### src/rtl/ysyx_22050854_ifu_pkg.sv
// Shared definitions for the instruction fetch unit: FSM state encoding,
// the NOP inserted on a misaligned fetch, and the default reset PC.
package ysyx_22050854_ifu_pkg;

   typedef enum logic [2:0] {
      S_IDLE = 3'd0,
      S_REQ  = 3'd1,
      S_WAIT = 3'd2,
      S_HOLD = 3'd3,
      S_DROP = 3'd4
   } ifu_state_e;

   localparam logic [31:0] IFU_NOP_INST = 32'h00000013;
   localparam logic [31:0] IFU_RESET_PC = 32'h80000000;

endpackage

### src/rtl/ysyx_22050854_ifu_buf.sv
// Output holding register for the fetch unit: keeps {inst, pc, fault}
// stable towards decode. Clear has priority over load.
module ysyx_22050854_ifu_buf #(
   parameter int unsigned ADDR_W = 32,
   parameter int unsigned DATA_W = 32
) (
   input  logic              clk,
   input  logic              rst,
   input  logic              load,
   input  logic              clear,
   input  logic [DATA_W-1:0] inst_d,
   input  logic [ADDR_W-1:0] pc_d,
   input  logic              fault_d,
   output logic [DATA_W-1:0] inst_q,
   output logic [ADDR_W-1:0] pc_q,
   output logic              fault_q
);

   // Hold the last loaded instruction until cleared or reloaded
   always_ff @(posedge clk) begin
      if (rst || clear) begin
         inst_q  <= '0;
         pc_q    <= '0;
         fault_q <= 1'b0;
      end else if (load) begin
         inst_q  <= inst_d;
         pc_q    <= pc_d;
         fault_q <= fault_d;
      end
   end

endmodule

### src/rtl/ysyx_22050854_ifu.sv
// Instruction fetch unit: accepts a fetch address, issues one outstanding
// request to instruction memory and presents {inst, pc} to decode.
// Optional feature macro: IFU_MISALIGN_EN (misaligned fetch -> NOP + fault).
module ysyx_22050854_ifu
   import ysyx_22050854_ifu_pkg::*;
#(
   parameter int unsigned       ADDR_W   = 32,
   parameter int unsigned       DATA_W   = 32,
   parameter logic [ADDR_W-1:0] RESET_PC = ADDR_W'(IFU_RESET_PC)
) (
   input  logic              clk,
   input  logic              rst,
   input  logic [ADDR_W-1:0] pc_i,
   input  logic              pc_valid_i,
   output logic              pc_ready_o,
   input  logic              flush_i,
   output logic              imem_req_valid_o,
   input  logic              imem_req_ready_i,
   output logic [ADDR_W-1:0] imem_req_addr_o,
   input  logic              imem_resp_valid_i,
   input  logic [DATA_W-1:0] imem_resp_data_i,
   output logic              inst_valid_o,
   input  logic              inst_ready_i,
   output logic [DATA_W-1:0] inst_o,
   output logic [ADDR_W-1:0] inst_pc_o,
   output logic              inst_fault_o
);

   ifu_state_e        state_q;
   ifu_state_e        state_d;
   logic [ADDR_W-1:0] addr_q;
   logic              drop_q;
   logic              pc_fire;
   logic              pc_misalign;
   logic              buf_load;
   logic              buf_clear;
   logic [DATA_W-1:0] buf_inst_d;
   logic [ADDR_W-1:0] buf_pc_d;
   logic              buf_fault_d;

   // A new PC is taken in IDLE, or in HOLD when decode consumes the held inst
   assign pc_fire = pc_valid_i && !flush_i &&
                    ((state_q == S_IDLE) || ((state_q == S_HOLD) && inst_ready_i));

`ifdef IFU_MISALIGN_EN
   assign pc_misalign = (pc_i[1:0] != 2'b00);
`else
   assign pc_misalign = 1'b0;
`endif

   // FSM state register
   always_ff @(posedge clk) begin
      if (rst) begin
         state_q <= S_IDLE;
      end else begin
         state_q <= state_d;
      end
   end

   // FSM next-state logic
   always_comb begin
      state_d = state_q;
      case (state_q)
         S_IDLE: begin
            if (pc_fire) begin
               state_d = pc_misalign ? S_HOLD : S_REQ;
            end
         end
         S_REQ: begin
            // a flush seen at any point while requesting turns the accept into a drop
            if (imem_req_ready_i) begin
               state_d = (drop_q || flush_i) ? S_DROP : S_WAIT;
            end
         end
         S_WAIT: begin
            if (imem_resp_valid_i) begin
               state_d = flush_i ? S_IDLE : S_HOLD;
            end else if (flush_i) begin
               state_d = S_DROP;
            end
         end
         S_HOLD: begin
            if (flush_i) begin
               state_d = S_IDLE;
            end else if (inst_ready_i) begin
               if (pc_fire) begin
                  state_d = pc_misalign ? S_HOLD : S_REQ;
               end else begin
                  state_d = S_IDLE;
               end
            end
         end
         S_DROP: begin
            if (imem_resp_valid_i) begin
               state_d = S_IDLE;
            end
         end
         default: state_d = S_IDLE;
      endcase
   end

   // FSM outputs and holding-register controls
   always_comb begin
      pc_ready_o       = 1'b0;
      imem_req_valid_o = 1'b0;
      inst_valid_o     = 1'b0;
      buf_load         = 1'b0;
      buf_clear        = 1'b0;
      buf_inst_d       = imem_resp_data_i;
      buf_pc_d         = addr_q;
      buf_fault_d      = 1'b0;
      case (state_q)
         S_IDLE: pc_ready_o = 1'b1;
         S_REQ:  imem_req_valid_o = 1'b1;
         S_WAIT: buf_load = imem_resp_valid_i && !flush_i;
         S_HOLD: begin
            inst_valid_o = 1'b1;
            pc_ready_o   = inst_ready_i;
            buf_clear    = flush_i;
         end
         default: ;
      endcase
`ifdef IFU_MISALIGN_EN
      if (pc_fire && pc_misalign) begin
         buf_load    = 1'b1;
         buf_inst_d  = DATA_W'(IFU_NOP_INST);
         buf_pc_d    = pc_i;
         buf_fault_d = 1'b1;
      end
`endif
   end

   // Latched fetch address, presented to memory while requesting
   always_ff @(posedge clk) begin
      if (rst) begin
         addr_q <= RESET_PC;
      end else if (pc_fire) begin
         addr_q <= pc_i;
      end
   end

   // Sticky drop flag: remembers a flush that arrived while the request was unaccepted
   always_ff @(posedge clk) begin
      if (rst) begin
         drop_q <= 1'b0;
      end else if ((state_q == S_REQ) && !imem_req_ready_i) begin
         drop_q <= drop_q || flush_i;
      end else begin
         drop_q <= 1'b0;
      end
   end

   assign imem_req_addr_o = addr_q;

   ysyx_22050854_ifu_buf #(
      .ADDR_W (ADDR_W),
      .DATA_W (DATA_W)
   ) u_buf (
      .clk     (clk),
      .rst     (rst),
      .load    (buf_load),
      .clear   (buf_clear),
      .inst_d  (buf_inst_d),
      .pc_d    (buf_pc_d),
      .fault_d (buf_fault_d),
      .inst_q  (inst_o),
      .pc_q    (inst_pc_o),
      .fault_q (inst_fault_o)
   );

   a_req_hold : assert property (@(posedge clk) disable iff (rst)
      imem_req_valid_o && !imem_req_ready_i |=> imem_req_valid_o && $stable(imem_req_addr_o));

   a_inst_hold : assert property (@(posedge clk) disable iff (rst)
      inst_valid_o && !inst_ready_i && !flush_i |=>
         inst_valid_o && $stable(inst_o) && $stable(inst_pc_o));

endmodule

### config.mk
export PLATFORM = sky130hd
export DESIGN_NAME = ysyx_22050854_ifu
export DESIGN_NICKNAME = d
export VERILOG_FILES = /design/src/rtl/ysyx_22050854_ifu_pkg.sv /design/src/rtl/ysyx_22050854_ifu_buf.sv /design/src/rtl/ysyx_22050854_ifu.sv
export SDC_FILE = /design/constraint.sdc
export NUM_CORES = 1
export LEC_CHECK = 0
export CAP_MARGIN = 40
export CORE_MARGIN = 4
export CORE_UTILIZATION = 44
export DETAILED_ROUTE_END_ITERATION = 8
export PLACE_DENSITY = 0.94
export SLEW_MARGIN = 10
export SYNTH_ARGS = -nofsm -noshare
export SYNTH_HDL_FRONTEND = slang
export SYNTH_SLANG_ARGS = --single-unit
### constraint.sdc
create_clock -name clk -period 2.8 [get_ports clk]
set_input_delay 0.56 -clock clk [delete_from_list [all_inputs] [get_ports clk]]
set_output_delay 0.56 -clock clk [all_outputs]
set_load 0.05 [all_outputs]
==> Word-level counts from Yosys, hierarchy flattened <==
Index checks and enable logic that the tools add are counted.
{ "op_classes": {"n_eq_ne": 9, "n_mux": 16, "bitwise": 1, "n_reduce_logical": 13} }
{ "op_table": {"columns": ["operator", "n"], "rows": [
  ["$mux W3", 8],
  ["$pmux W3 S5", 1],
  ["$eq A3 B2 Y1 const B", 2],
  ["$ne A2 B2 Y1 const B", 3],
  ["$ne A3 B3 Y1 const B", 2],
  ["$logic_and A1 B1 Y1", 5],
  ["$mux W1", 5],
  ["$reduce_and A5 Y1", 1],
  ["$eq A3 B1 Y1 const B", 1],
  ["$eq A3 B3 Y1 const B", 1],
  ["$logic_not A3 Y1", 1],
  ["$logic_or A1 B1 Y1", 3],
  ["$logic_not A1 Y1", 2],
  ["$mux W2", 1],
  ["$pmux W1 S2", 1],
  ["$reduce_or A2 Y1", 1],
  ["$not A1 Y1", 1]
]} }
{ "word_totals": {"register_bits": 100, "input_bits": 71, "out_inout_bits": 100, "word_cells": 44} }

==> Logic depth before layout (Yosys ltp) <==
{ "depth": {"word_depth": 8, "depth_mapped": 7, "mapped_depth_nobuf": 4} }

==> Hierarchy <==
A second synthesis with hierarchy kept.
{ "unflattened": {"cells_unflattened": 398, "area_unflattened_um2": 3828.7} }
{ "by_module_without_submodules": {"columns": ["module", "n_inst", "cells_per_inst", "area_per_inst_um2", "seq_area_each_um2"], "rows": [
  ["ysyx_22050854_ifu_buf", 1, 210, 2338.5, 1301.2],
  ["ysyx_22050854_ifu", 1, 188, 1490.2, 720.7]
]} }

==> Worst setup path after synthesis <==
OpenSTA, ideal clock, no wires.
{ "synth_timing": {"path_kind": "input -> output", "start": "input inst_ready_i", "end": "output pc_ready_o", "t_arrival_ps": 1495, "t_required_ps": 2240, "setup_slack_ps": 745, "stages": 2, "n_path_buf": 0, "cell_sequence": "nand3_2 -> a21oi_1"} }
{ "synth_between": {"elab_chain_cells": 1} }
{ "synth_lines": {"columns": ["item", "line_no", "source"], "rows": [
  ["from (decl)", "ysyx_22050854_ifu.sv:23", "input logic inst_ready_i,"],
  ["$pmux W1 S2", "ysyx_22050854_ifu.sv:112", "case (state_q)"],
  ["to (decl)", "ysyx_22050854_ifu.sv:15", "output logic pc_ready_o,"]
]} }
No other way between the ends.

==> Worst setup path after layout <==
{ "layout_timing": {"start": "register state_q[0]", "end": "output imem_req_valid_o"} }
{ "layout_between": {"elab_chain_cells": 2} }
{ "layout_lines": {"columns": ["item", "line_no", "source"], "rows": [
  ["from (decl)", "ysyx_22050854_ifu.sv:29", "ifu_state_e state_q;"],
  ["from (signal assigned)", "ysyx_22050854_ifu.sv:56", "state_q <= state_d;"],
  ["$eq A3 B1 Y1", "ysyx_22050854_ifu.sv:112", null],
  ["$mux W1", "ysyx_22050854_ifu.sv:112", null],
  ["to (decl)", "ysyx_22050854_ifu.sv:17", "output logic imem_req_valid_o,"]
]} }
No other way between the ends.

==> flow_summary.html <==
<table>
<tr><th>Metric</th><th>Value</th></tr>
<tr><th colspan="2">Synthesis</th></tr>
<tr><td>Gate count after technology mapping</td><td>461</td></tr>
<tr><td>Number of distinct library cells after synthesis</td><td>29</td></tr>
<tr><td>Top cells by instance count after synthesis</td><td>nand2_1, dfxtp_1, a21oi_1</td></tr>
<tr><td>Asr flop ratio synth</td><td>0%</td></tr>
<tr><td>Syn_area_per_cell</td><td>slightly above 8 um2</td></tr>
<tr><td>Dominant cell type by area after synthesis</td><td>dfxtp_1</td></tr>
<tr><td>Mapped Nets</td><td>~530</td></tr>
<tr><td>Top area cells in the synthesized netlist</td><td>dfxtp_1, nand2_1, a21oi_1, buf_6, clkbuf_1</td></tr>
<tr><td>Number of storage elements in the synthesis netlist</td><td>100</td></tr>
<tr><td>Post-synth EDFFs</td><td>0</td></tr>
<tr><td>Post-synthesis sequential area ratio</td><td>between 50% and 60%</td></tr>
<tr><td>Most used flip-flop cell after synthesis</td><td>dfxtp_1</td></tr>
<tr><td>Cell Area, Synth</td><td>roughly 0.0037 mm2</td></tr>
<tr><td>Count of warnings emitted by yosys</td><td>0</td></tr>
<tr><td>Most instantiated library cell after synthesis</td><td>nand2_1</td></tr>
<tr><td>Post-synth top area share</td><td>between 50% and 60%</td></tr>
<tr><th colspan="2">Pwr</th></tr>
<tr><td>Max IR drop VDD</td><td>about 0.34 mV</td></tr>
<tr><td>Comb power frac</td><td>14.4%</td></tr>
<tr><td>Total power divided by cell area</td><td>495.8 mW/mm2</td></tr>
<tr><td>Clock Power Share</td><td>around a third</td></tr>
<tr><td>Sequential cell fraction of total power</td><td>53.4%</td></tr>
<tr><td>Switching part of the total</td><td>26.00%</td></tr>
<tr><td>Static power due to leakage</td><td>between 1.5 and 2 nW</td></tr>
<tr><td>Internal cell power</td><td>around 2.0 mW</td></tr>
<tr><td>Power dissipated by switching net loads</td><td>718.7 uW</td></tr>
<tr><th colspan="2">Routing</th></tr>
<tr><td>Average via count per standard cell</td><td>5.051</td></tr>
<tr><td>Overall routed net length</td><td>roughly 11 mm</td></tr>
<tr><td>Drt pass-1 iters</td><td>4</td></tr>
<tr><td>Wire per inst</td><td>between 10 and 15 um</td></tr>
<tr><td>First-iteration detailed-routing DRC count</td><td>137</td></tr>
<tr><td>Post-detailed-route DRC marker count</td><td>0</td></tr>
<tr><td>Antenna viol nets, final</td><td>0</td></tr>
<tr><td>Via count of the routed design</td><td>3672</td></tr>
<tr><th colspan="2">Floorplan</th></tr>
<tr><td>Area of the die</td><td>between 0.009 and 0.01 mm2</td></tr>
<tr><td>Horizontal die dimension</td><td>99.93 um</td></tr>
<tr><td>Core footprint</td><td>around 0.0082 mm2</td></tr>
<tr><td># rows</td><td>33</td></tr>
<tr><td>Top Ports</td><td>~170</td></tr>
<tr><td>Die height</td><td>around 100 um</td></tr>
<tr><td>Effective utilization at floorplan</td><td>a little under half</td></tr>
<tr><th colspan="2">Setup path</th></tr>
<tr><td>Slowest library cell on the worst path</td><td>clkdlybuf4s50_1</td></tr>
<tr><td>Cell-by-cell listing of the critical path</td><td>nand2b_1, nor2_1, clkdlybuf4s50_1</td></tr>
<tr><td>Class of the most critical setup path</td><td>flop to primary output</td></tr>
<tr><td>Maximum fanout count along the critical path</td><td>11</td></tr>
<tr><td>Data required time at the worst endpoint</td><td>roughly 2.2 ns</td></tr>
<tr><td>Critical Path Max Stage Delay</td><td>0.81 ns</td></tr>
<tr><td>Crit. End Element</td><td>primary output</td></tr>
<tr><td>Critical path launch point type</td><td>flop</td></tr>
<tr><td>Worst path arrival time</td><td>around 2 ns</td></tr>
<tr><th colspan="2">Timing</th></tr>
<tr><td>Minimum clock period</td><td>approximately 2.5 ns</td></tr>
<tr><td>RSZ-0062 raised after global routing</td><td>false</td></tr>
<tr><td>Maximum clock frequency</td><td>between 300 and 400 MHz</td></tr>
<tr><td>Crit share post-route</td><td>between 90% and 100%</td></tr>
<tr><td>Final Hold Fails</td><td>0</td></tr>
<tr><td>Worst slew margin relative to its limit</td><td>~64%</td></tr>
<tr><td>Final Max Tran Viols</td><td>0</td></tr>
<tr><td>Setup Skew</td><td>between 0.01 and 0.015 ns</td></tr>
<tr><td>Smallest hold slack</td><td>between 0.4 and 0.5 ns</td></tr>
<tr><td>Slew at the pin closest to its max-slew limit</td><td>0.5349 ns</td></tr>
<tr><td>Number of setup violations in the final report</td><td>0</td></tr>
<tr><td>Aggregate negative setup slack</td><td>0 ns</td></tr>
<tr><th colspan="2">Placement</th></tr>
<tr><td>PortBufs</td><td>between 150 and 200</td></tr>
<tr><td>Detailed placer's ending HPWL</td><td>~7.7 mm</td></tr>
<tr><td>Placer congestion estimate</td><td>~0.89</td></tr>
<tr><th colspan="2">Clocking</th></tr>
<tr><td>Clock latency at the later pin of the worst-skew pair</td><td>~0.35 ns</td></tr>
<tr><td>Post-CTS Hold Buffers</td><td>0</td></tr>
<tr><td>H-Tree Depth</td><td>3</td></tr>
<tr><td>Clock buffer count from CTS</td><td>9</td></tr>
<tr><td>Clk sink count</td><td>100</td></tr>
<tr><td>Post-CTS Repair Setup Buffers</td><td>0</td></tr>
<tr><td>TritonCTS clock tree</td><td>done</td></tr>
<tr><td>Post-cts sizing count</td><td>0</td></tr>
<tr><td>Deepest clock path buffer count</td><td>2</td></tr>
<tr><td>Root Driver</td><td>clkbuf_8</td></tr>
<tr><td>Worst-path clk slew</td><td>roughly 0.10 ns</td></tr>
<tr><th colspan="2">Final layout</th></tr>
<tr><td>Layout overhead on the synthesized area</td><td>49.93%</td></tr>
<tr><td>Fill cell count</td><td>about 670</td></tr>
<tr><td>Storage cell area</td><td>approximately 0.002 mm2</td></tr>
<tr><td>Net total in the final layout</td><td>688</td></tr>
<tr><td>Layout cell share with drive strength beyond 1</td><td>approximately 5%</td></tr>
<tr><td>Antenna cell count</td><td>0</td></tr>
<tr><td>Area of combinational cells with multiple inputs</td><td>about 0.0015 mm2</td></tr>
<tr><th colspan="2">Global route</th></tr>
<tr><td>Wire length of the first global-routing pass</td><td>about 17 mm</td></tr>
<tr><td>Via count of the first global-routing pass</td><td>~3600</td></tr>
<tr><td>Initial antenna violation count</td><td>0</td></tr>
<tr><td>Final global-route overflow total</td><td>0</td></tr>
<tr><td>Largest net degree at the start of global routing</td><td>65</td></tr>
<tr><td>GRT Util Overall</td><td>20.60%</td></tr>
<tr><th colspan="2">Min path</th></tr>
<tr><td>Class of the tightest hold or removal check</td><td>flop to flop</td></tr>
<tr><th colspan="2">Job</th></tr>
<tr><td>Number of maximum-capacitance violations</td><td>0</td></tr>
<tr><th colspan="2">Outcome</th></tr>
<tr><td>Status</td><td>finished, final reports clean</td></tr>
</table>
-- layout make-up --
type                       instances  share of cell area (%)
sequential                       100                   35.91
timing repair buffer             178                   31.96
multi-input combinational        324                   26.05
clock buffer                      11                   2.356
tap                              105                   2.356
clock inverter                     5                   1.100
inverter                           4                  0.2693
-- cell usage in the layout, fill, tap and decap left out, types with 2 or more instances in the layout --
master / n
clkbuf_1: 2
clkbuf_8: 9
nor3_1: 4
inv_1: 4
nand2_1: 191
nand2b_1: 4
buf_4: 8
nor2_1: 7
buf_12: 2
clkdlybuf4s50_1: 168
a21oi_1: 98
clkinv_4: 2
dfxtp_1: 100
-- critical path: cells and delay by family, from the launching register on --
family / cells / cell delay [ns]
buf+inv: 1 / 0.81
flops: 1 / 0.53
simple gates: 2 / 0.27
-- final timing paths --
path / from / end / slack [ns] / cells after the start
setup / recovery: state_q[0] / imem_req_valid_o / 0.27 / 3
hold / removal: u_buf.inst_q[5] / u_buf.inst_q[5] / 0.46 / 2
hold reg to reg: u_buf.inst_q[5] / u_buf.inst_q[5] / 0.46 / 2
setup reg to reg: state_q[2] / u_buf.inst_q[28] / 1.06 / 5
-- sequential cells by signal, indices dropped and copies added (netlist names) --
| name | count |
|---|---|
| imem_req_addr_o | 32 |
| u_buf.inst_q | 32 |
| state_q | 3 |
| drop_q | 1 |
| u_buf.pc_q | 32 |
-- kinds of logic (layout without fill, tap and decap cells) --
| kind of cell | Yosys count | in the layout | share of synthesized area [%] |
|---|---|---|---|
| buffers and inverters | 37 | 198 | 7.167 |
| other | 1 | 1 | 0.1008 |
| AO/OA/AOI/OAI | 108 | 108 | 15.65 |
| flip-flops | 100 | 100 | 53.84 |
| AND/OR/NAND/NOR | 215 | 215 | 23.25 |
-- metal layers --
metal / track usage (%) / share of wire (%)
met1: 24.10 / 40
met5: 0 / 0
met3: 5.907 / 8.4
met4: 6.303 / 2.3
met2: 36.38 / 49
-- stage by stage --
| stage | setup slack [ns] | cells | total power, mW | util [%] | area (um2) |
|---|---|---|---|---|---|
| detailed placement | 0.4148 | 711 | 1.907 | 65.51 | 5383 |
| global route | 0.1461 | 727 | 2.885 | 67.85 | 5575 |
| CTS | 0.2544 | 727 | 2.795 | 67.85 | 5575 |
| floorplan | 0.7446 | 461 | 1.721 | - | 3719 |
| global placement | 0.5382 | 711 | 1.898 | 65.51 | 5383 |
| finish | 0.2698 | 727 | 2.764 | 67.85 | 5575 |
-- power by group through the flow --
stage                     combinational (mW)  sequential (mW)  clock (mW)
after global routing                   0.423             1.48       0.981
after global placement                 0.390             1.51           0
after detailed placement               0.398             1.51           0
after floorplan                        0.128             1.59           0
final                                  0.398             1.48       0.890
after CTS                              0.400             1.48       0.919
(Power assumes the default switching activity.)
